`config.mk`:
```
export PLATFORM = sky130hd
export DESIGN_NAME = keypad_scan_matrix
export DESIGN_NICKNAME = d
export VERILOG_FILES = /design/src/rtl/keypad_scan_matrix.sv
export SDC_FILE = /design/constraint.sdc
export NUM_CORES = 1
export LEC_CHECK = 0
export CAP_MARGIN = 25
export CORE_ASPECT_RATIO = 0.8
export CORE_MARGIN = 1
export CORE_UTILIZATION = 35
export DETAILED_ROUTE_END_ITERATION = 7
export REMOVE_ABC_BUFFERS = 1
export SLEW_MARGIN = 20
export SYNTH_ARGS = -nofsm -noshare
export SYNTH_HDL_FRONTEND = slang
export SYNTH_SLANG_ARGS = --single-unit
```
`constraint.sdc`:
```
create_clock -name clock -period 2.2 [get_ports clock]
set_clock_uncertainty 0.15 [all_clocks]
set_input_delay 0.22 -clock clock [delete_from_list [all_inputs] [get_ports clock]]
set_output_delay 0.22 -clock clock [all_outputs]
set_load 0.01 [all_outputs]
```
`src/rtl/keypad_scan_matrix.sv`:
```
// keypad_scan_matrix: debounced ROWS x COLS matrix keypad scanner.
// Define KEYPAD_RELEASE_EVT_EN to enable the one-cycle key_up release strobe.
module keypad_scan_matrix #(
   parameter int ROWS           = 4,
   parameter int COLS           = 4,
   parameter int SCAN_DIV       = 10000,
   parameter int DEBOUNCE_TICKS = 3,
   localparam int KW            = $clog2(ROWS*COLS)
) (
   input  logic            clock,
   input  logic            reset,
   output logic [ROWS-1:0] row,
   input  logic [COLS-1:0] col,
   output logic [KW-1:0]   key_code,
   output logic            data_ready,
   output logic            key_down,
   output logic            key_up
);

   localparam int RW = (ROWS > 1) ? $clog2(ROWS) : 1;
   localparam int CW = (COLS > 1) ? $clog2(COLS) : 1;
   localparam int DW = $clog2(SCAN_DIV);
   localparam logic [DW-1:0] DIV_LAST = DW'(SCAN_DIV - 1);
   localparam logic [RW-1:0] ROW_LAST = RW'(ROWS - 1);
   localparam logic [8:0]    DEB_CNT  = 9'(DEBOUNCE_TICKS);

   typedef enum logic [1:0] {
      SCAN,
      DEBOUNCE,
      HELD
   } state_t;

   state_t          state_q, state_d;
   logic [COLS-1:0] col_s1_q, col_s2_q;
   logic [DW-1:0]   div_q, div_d;
   logic [RW-1:0]   row_q, row_d;
   logic [RW-1:0]   cand_row_q, cand_row_d;
   logic [CW-1:0]   cand_col_q, cand_col_d;
   logic [7:0]      cnt_q, cnt_d;
   logic [KW-1:0]   key_code_q, key_code_d;
   logic            data_ready_q, data_ready_d;
   logic            key_down_q, key_down_d;
`ifdef KEYPAD_RELEASE_EVT_EN
   logic            key_up_q, key_up_d;
`endif

   logic            tick;
   logic [RW-1:0]   row_next;
   logic [CW-1:0]   low_col;
   logic            cand_bit;
   logic [8:0]      cnt_inc;
   logic            cnt_hit;

   assign tick     = (div_q == DIV_LAST);
   assign div_d    = tick ? '0 : div_q + DW'(1);
   assign row_next = (row_q == ROW_LAST) ? '0 : row_q + RW'(1);
   assign cand_bit = col_s2_q[cand_col_q];
   assign cnt_inc  = {1'b0, cnt_q} + 9'd1;
   assign cnt_hit  = (cnt_inc == DEB_CNT);

   // Descending scan so the lowest set column is the last one written.
   always_comb begin
      low_col = '0;
      for (int i = COLS - 1; i >= 0; i--) begin
         if (col_s2_q[i]) low_col = CW'(i);
      end
   end

   always_comb begin
      state_d      = state_q;
      row_d        = row_q;
      cand_row_d   = cand_row_q;
      cand_col_d   = cand_col_q;
      cnt_d        = cnt_q;
      key_code_d   = key_code_q;
      data_ready_d = 1'b0;
      key_down_d   = key_down_q;
`ifdef KEYPAD_RELEASE_EVT_EN
      key_up_d     = 1'b0;
`endif
      if (tick) begin
         unique case (state_q)
            SCAN: begin
               if (|col_s2_q) begin
                  cand_row_d = row_q;
                  cand_col_d = low_col;
                  cnt_d      = '0;
                  state_d    = DEBOUNCE;
               end else begin
                  row_d = row_next;
               end
            end
            DEBOUNCE: begin
               if (cand_bit) begin
                  if (cnt_hit) begin
                     key_code_d   = KW'(int'(cand_row_q) * COLS
                                        + int'(cand_col_q));
                     data_ready_d = 1'b1;
                     key_down_d   = 1'b1;
                     cnt_d        = '0;
                     state_d      = HELD;
                  end else begin
                     cnt_d = cnt_inc[7:0];
                  end
               end else begin
                  state_d = SCAN;
                  row_d   = row_next;
               end
            end
            HELD: begin
               if (!cand_bit) begin
                  if (cnt_hit) begin
                     key_down_d = 1'b0;
`ifdef KEYPAD_RELEASE_EVT_EN
                     key_up_d   = 1'b1;
`endif
                     cnt_d      = '0;
                     state_d    = SCAN;
                     row_d      = row_next;
                  end else begin
                     cnt_d = cnt_inc[7:0];
                  end
               end else begin
                  cnt_d = '0;
               end
            end
            default: state_d = SCAN;
         endcase
      end
   end

   always_ff @(posedge clock or negedge reset) begin
      if (!reset) begin
         col_s1_q     <= '0;
         col_s2_q     <= '0;
         div_q        <= '0;
         state_q      <= SCAN;
         row_q        <= '0;
         cand_row_q   <= '0;
         cand_col_q   <= '0;
         cnt_q        <= '0;
         key_code_q   <= '0;
         data_ready_q <= 1'b0;
         key_down_q   <= 1'b0;
      end else begin
         col_s1_q     <= col;
         col_s2_q     <= col_s1_q;
         div_q        <= div_d;
         state_q      <= state_d;
         row_q        <= row_d;
         cand_row_q   <= cand_row_d;
         cand_col_q   <= cand_col_d;
         cnt_q        <= cnt_d;
         key_code_q   <= key_code_d;
         data_ready_q <= data_ready_d;
         key_down_q   <= key_down_d;
      end
   end

`ifdef KEYPAD_RELEASE_EVT_EN
   always_ff @(posedge clock or negedge reset) begin
      if (!reset) key_up_q <= 1'b0;
      else        key_up_q <= key_up_d;
   end
   assign key_up = key_up_q;
`else
   assign key_up = 1'b0;
`endif

   assign row        = ROWS'(1) << row_q;
   assign key_code   = key_code_q;
   assign data_ready = data_ready_q;
   assign key_down   = key_down_q;

endmodule
```
### After elaboration in Yosys (flattened, before gate mapping)

Cells that the tools add are included.

* register bits: 44
* output and inout port bits: 11
* input port bits: 6
* word-level logic and storage cells: 73

* add/subtract/negate cells: 4
* equal/unequal tests: 13
* magnitude comparators: 1
* reduce and logical (&&, ||, !) cells: 10
* shift-type cells: 1
* muxes and demuxes: 33

Operator list (count)
* $mux W8: 4
* $mux W2: 14
* $pmux W8 S3: 1
* $add A14 B1 Y14 const B: 1
* $eq A14 B14 Y1 const B: 1
* $mux W14: 1
* $ne A2 B2 Y1 const B: 7
* $pmux W2 S3: 2
* $reduce_and A6 Y1: 2
* $add A8 B1 Y9 const B: 1
* $eq A9 B2 Y1 const B: 1
* $mux W1: 9
* $reduce_and A4 Y1: 2
* $reduce_and A5 Y1: 1
* $add A4 B2 Y4: 1
* $eq A2 B2 Y1 const B: 2
* $reduce_or A4 Y1: 1
* $shl A1 B2 Y4 const A: 1
* $lt A2 B3 Y1 const B: 1
* $ne A3 B3 Y1 const B: 1
* $reduce_and A3 Y1: 1
* $reduce_bool A3 Y1: 1
* $add A2 B1 Y2 const B: 1
* $bmux W1 S2: 1
* other kinds (4): 4

### Longest topological paths before layout

* depth in word-level cells: 6
* mapped depth: 8
* mapped depth without buffers: 7

### Least setup slack after synthesis

No wires, ideal clock.

* path kind: flip-flop to flip-flop
* from: reg cnt_q[0]
* to: reg key_code_q[0], in the netlist key_code[0]
* period minus slack after synthesis: 2.338 ns
* library setup time: 0.125 ns
* data arrival time: 2.063 ns
* required time: 1.925 ns
* stages on the path, launching flop included: 8
* setup slack: -0.138 ns
* path buffers: 1
* cell sequence: dfrtp_1 -> ha_1 -> buf_2 -> a211oi_1 -> o211ai_1 -> a211o_1 -> or3_4 -> mux2_2

* cells in the longest elaborated chain, start to end: 3

Ends and longest elaborated chain
* start: declaration: RTL line 39 `logic [7:0] cnt_q, cnt_d;`
* start signal: assignment: RTL line 153 `cnt_q <= cnt_d;`
* $add A8 B1 Y9: RTL line 58 `assign cnt_inc = {1'b0, cnt_q} + 9'd1;`
* $eq A9 B2 Y1: RTL line 59 `assign cnt_hit = (cnt_inc == DEB_CNT);`
* $reduce_and A4 Y1 (no source line)
* end signal: assignment: RTL line 154 `key_code_q <= key_code_d;`
* end: declaration: RTL line 40 `logic [KW-1:0] key_code_q, key_code_d;`

Every way passes these cells.
A chain may end at the register's enable or synchronous reset.

### Worst setup path after layout

* from: reg cnt_q[1]
* to: reg key_code_q[1], in the netlist key_code[1]

The elaborated chain is that of the path after synthesis.

==> results.cfg <==
[timing]
worst_slack_ps = -23.6
fin_crit_ps = 2220
hold_viol_final = 0
max-slew-margin-rel = 0.632
worst_pin_slew_ps = 548
post-route-period-util = 1.01
slew_violations = 0
setup_viol = 7
rsz0062_at_grt = yes
fmax_mhz = 450

[critical_path]
crit_slowest_cell = dfrtp_1
path_cells = buf_4 -> a311oi_1 -> a31oi_1 -> a211o_1 -> or3_4 -> mux2_2
rrSetupSlack_ps = -20
cp.arrival_ps = 2260
crit_type = flip-flop to flip-flop
crit_required_ps = 2230
endpoint_kind = flip-flop
worstPathMaxFanout = 5
cpPeakStageDelay_ps = 420
startpoint_type = flip-flop

[finish]
diodes = 0
drive_gt1_frac = 0.286
design_area_um2 = 2900
seq_area_um2 = 1100
multi_input_area_um2 = 1160
final_nets = 272
final_core_util = 0.476
fillers = 590
syn2layout_area_growth_pct = 27.7

[clocking]
cts_tree = built
htree_levels = 2
cts_root_buf = clkbuf_8
cts.path.max_buffers = 2
clk_pin_slew_ps = 90
cts.sinks = 44
clkLatencyLatePin_ps = 290
numCtsBuffers = 5

[floorplanning]
initial_core_util = 0.373
die_y_um = 74.1
io_pins = 17
rows = 25
dieArea_um2 = 6820
fp.dieW_um = 92.1
coreArea_um2 = 6100

[routing]
drtPass1Iterations = 4
wl_per_cell_um = 13.5
vias = 1665
routed_via_density = 4.96
finalWirelength_mm = 4.54
ant_nets = 0
drc = 0
initialDrtViolationCount = 67

[outcome]
violations = setup timing
status = finished, violations left

[logic_synthesis]
synth_cell_types = 47
synth-main-ff-cell = dfrtp_1
yosys-top-cells-count = 44 x dfrtp_1, 16 x nand2_1, 12 x nand3_1, 12 x nor2_1, 11 x ha_1
syn_inst = 206
netlist_top_cells_area = dfrtp_1 48%, ha_1 6.1%, mux2_2 4.5%
yosys_warnings = 0
synth-seq-cells = 44
yosysMostFrequentCell = dfrtp_1
synth_area_um2 = 2270
synth_edf_count = 0
synth_top_cell_area_share = 0.484
yosysSeqAreaShare = 0.484
synth_area_leader_cell = dfrtp_1
async_flop_share = 1.00
avgSynthCellArea_um2 = 11.0

[pwr]
ir_drop_v = 0.000317
power-per-cell-area_nw_per_um2 = 464
p_leak_nw = 1.27

[global_route]
overflow = 0
grt_max_degree = 23
grt_pass1_wl_mm = 7.85
track_usage = 0.147
antenna_found_initial = 0
grt_pass1_vias = 1599

[placement]
dp_hpwl_mm = 3.26
post_dp_cell_area_um2 = 2720
place_congestion = 0.815
portBuffers = 15
pre_cts_slack_ps = -212

[job]
max_cap_viol_count = 0

[min_path]
hp-class = flip-flop to flip-flop
timing repair:
action	CTS	global route
endpoints found under the setup margin	16	18
gates resized for setup	9	8
hold endpoints to repair	20	0
pin swaps	5	2
hold buffers	1	0
buffers inserted	2	2
layout by cell type (no fill, tap or decap), drive strengths merged, types with 6 or more instances in the layout:
cell type | netlist | routed
buf | 6 | 36
xor2 | 8 | 8
inv | 9 | 9
xnor2 | 6 | 6
ha | 11 | 11
and3 | 6 | 6
a2bb2oi | 6 | 6
nor2 | 12 | 12
dfrtp | 44 | 44
nand3 | 12 | 12
clkdlybuf4s50 | 0 | 14
nand2 | 16 | 16
mux2 | 9 | 9
area by class of cell:
type | instances | area share
multi-input cells | 144 | 0.399
well taps | 81 | 0.0349
inverters | 9 | 0.0116
clock inverters | 2 | 0.00431
clock buffers | 5 | 0.0237
repair buffers | 51 | 0.147
flip-flops and latches | 44 | 0.380
layer usage:
metal / vias up / wire [µm] / global-route usage
met2: 25 / 1860 / 0.215
li1: 826 / - / -
met3: 4 / 158 / 0.0327
met1: 810 / 2470 / 0.216
met5: - / 0 / 0
met4: 0 / 42 / 0.0503
final timing paths:
kind | cells past startpoint | end | start
min | 0 | col_s2_q[1]$_DFF_PN0_ | col_s1_q[1]$_DFF_PN0_
max reg2reg | 6 | key_code[1]$_DFFE_PN0P_ | cnt_q[1]$_DFFE_PN0P_
max | 6 | key_code[1]$_DFFE_PN0P_ | cnt_q[1]$_DFFE_PN0P_
min reg2reg | 0 | col_s2_q[1]$_DFF_PN0_ | col_s1_q[1]$_DFF_PN0_
min in group asynchronous | 2 | div_q[12]$_DFF_PN0_ | reset
max in group asynchronous | 3 | cnt_q[2]$_DFFE_PN0P_ | reset
power by group:
part           leakage [nW]  switching, mW  internal [mW]
combinational         0.655         0.0246         0.0201
clock                0.0400          0.269          0.215
sequential            0.580        0.00362          0.815
total                  1.27          0.297           1.05
per-stage QoR:
step                hold slack, ps  setup TNS, ps  std cells  power, mW
floorplan                     -226          -1000        197      0.842
global placement              75.1          -1280        326      0.879
detailed placement            70.4          -1710        326      0.879
CTS                            204          -44.8        334       1.37
global route                   208           -813        336       1.41
finish                         202          -84.7        336       1.35
cells by family after synthesis:
family / share of synthesized area
and+or+nand+nor: 0.171
adders and majority gates: 0.0605
DFF: 0.484
other: 0.00165
muxes: 0.0589
xor gates and xnor gates: 0.0539
buffers and inverters: 0.0374
AOI/OAI and AO/OA: 0.132
critical path: cells and delay by family (launching register included):
kind | cells | cell delay (ps)
and+or+nand+nor | 1 | 400
buffers and inverters | 1 | 170
AOI/OAI and AO/OA | 3 | 680
muxes | 1 | 290
DFF | 1 | 420
sequential cells by signal (all words and copies together), names as in the netlist:
signal / flops
cand_col_q: 2
key_down: 1
col_s2_q: 4
div_q: 14
data_ready: 1
row_q: 2
cand_row_q: 2
cnt_q: 8
col_s1_q: 4
key_code: 4
state_q: 2
Power figures use the tool's default switching activity.
==> RTL change, RTL diff (same flow settings) <==
Set the parameter `SCAN_DIV` to 20000 (it was 10000).
--- a/src/rtl/keypad_scan_matrix.sv
+++ b/src/rtl/keypad_scan_matrix.sv
@@ -4,5 +4,5 @@
    parameter int ROWS           = 4,
    parameter int COLS           = 4,
-   parameter int SCAN_DIV       = 10000,
+   parameter int SCAN_DIV       = 20000,
    parameter int DEBOUNCE_TICKS = 3,
    localparam int KW            = $clog2(ROWS*COLS)
Formal check against the unedited RTL: same outputs for any inputs over 10 cycles, from zero or initial values and one cycle with reset low; that may be too few to reach the edited logic, so the function may still have changed.
==> RTL change against the original RTL <==
The flow still finishes with violations (negative setup slack); via count is 2.6% higher; sequential cell count is 1 higher; total power is 1.1% lower; synthesized area is 1.6% lower; maximum frequency is 3.0% lower; final area is 3.6% higher; worst setup slack worse by 69 ps; largest cell class unchanged; routed wire length is 1.1% higher.
==> RTL change: results (changes against the original RTL) <==
DRT iter0 DRCs 72 (was 67); final instance area 3010 µm² (was 2900 µm²); post-synthesis mux area share 4.53% (was 5.89%); RR Startpoint cand_col_q[0] (was cnt_q[1]); peak supply drop 0.323 mV (was 0.317 mV); Inverters, non-clock 10 (was 9); comb_multi_in 150 (was 144); Seq/total area 37.4% (was 38.0%); DP Cell Count 342 (was 326); outcome finished, violations left (unchanged); largest net degree at the start of global routing 46 (was 23); share of post-route cells with drive strength above 1 32.0% (was 28.6%); final hold slack 201 ps (was 202 ps); Slew HR 63.0% (was 63.2%); Largest regs div_q x15, cnt_q x8 (was div_q x14, cnt_q x8); Global Route Usage Sum 15.0% (was 14.7%); CP Capture Point cnt_q[3] (was key_code[1]); via count 1709 (was 1665); Final Power 1330 µW (was 1350 µW); hold path startpoint col_s1_q[0] (was col_s1_q[1]); syn_area_per_cell 10.7 µm² (was 11.0 µm²); post-route setup slack -92.4 ps (was -23.6 ps); Post-DP Area 2760 µm² (was 2720 µm²); Lkg Pwr 0.00136 µW (was 0.00127 µW); Pint 1060 µW (was 1050 µW); Synth area leaders dfrtp_1 50%, ha_1 6.2%, mux2_2 3.5% (was dfrtp_1 48%, ha_1 6.1%, mux2_2 4.5%); Data buffer area share 16.8% (was 14.7%); XOR/XNOR Fraction of Synth Area 5.09% (was 5.39%); WHS Endpoint col_s2_q[0] (was col_s2_q[1]); Seq/Total Area, Yosys 50.3% (was 48.4%); wire per inst 13.0 µm (was 13.5 µm); multi-input logic area 1160 µm² (about the same); Adder-Cell Fraction of Synth Area 6.15% (was 6.05%); Setup violations, final 9 (was 7); failing checks negative setup slack (unchanged); Fill cells 563 (was 590); Non-clk bufs 61 (was 51)
-- RTL change: cell types whose count changed after synthesis, moves of 3 or more --
cell / change
nand2_1: +4
buf_2: -3
a21oi_1: +3
nor2_1: +6
a2bb2oi_1: -3
o31ai_1: +3
o211ai_1: -3
o21ai_0: +8
nand3_1: -4
nor2b_1: +3
-- RTL change: what timing repair did --
| action | 4_1_cts | 5_1_grt |
|---|---|---|
| pin swaps | 2 | 3 |
| endpoints found under the hold margin | 45 | 0 |
| gates cloned | 0 | 0 |
| hold buffers | 1 | 0 |
| setup buffers | 1 | 3 |
| endpoints found under the setup margin | 14 | 19 |
| resized for setup | 10 | 21 |
-- RTL change: worst max-delay path, stage by stage (launching register included) --
cell,delay (ps)
dfrtp_1,380
mux4_2,550
nor2_4,110
o21ai_2,70
o21bai_4,180
or4b_4,550
o31ai_2,220
-- RTL change: metal layers --
layer	share of wire (%)	track usage [%]	wire length, µm
met1	50	19.8	2290
met2	45	24.2	2060
met4	1.3	5.64	60
met5	0	0	0
met3	3.9	3.31	179
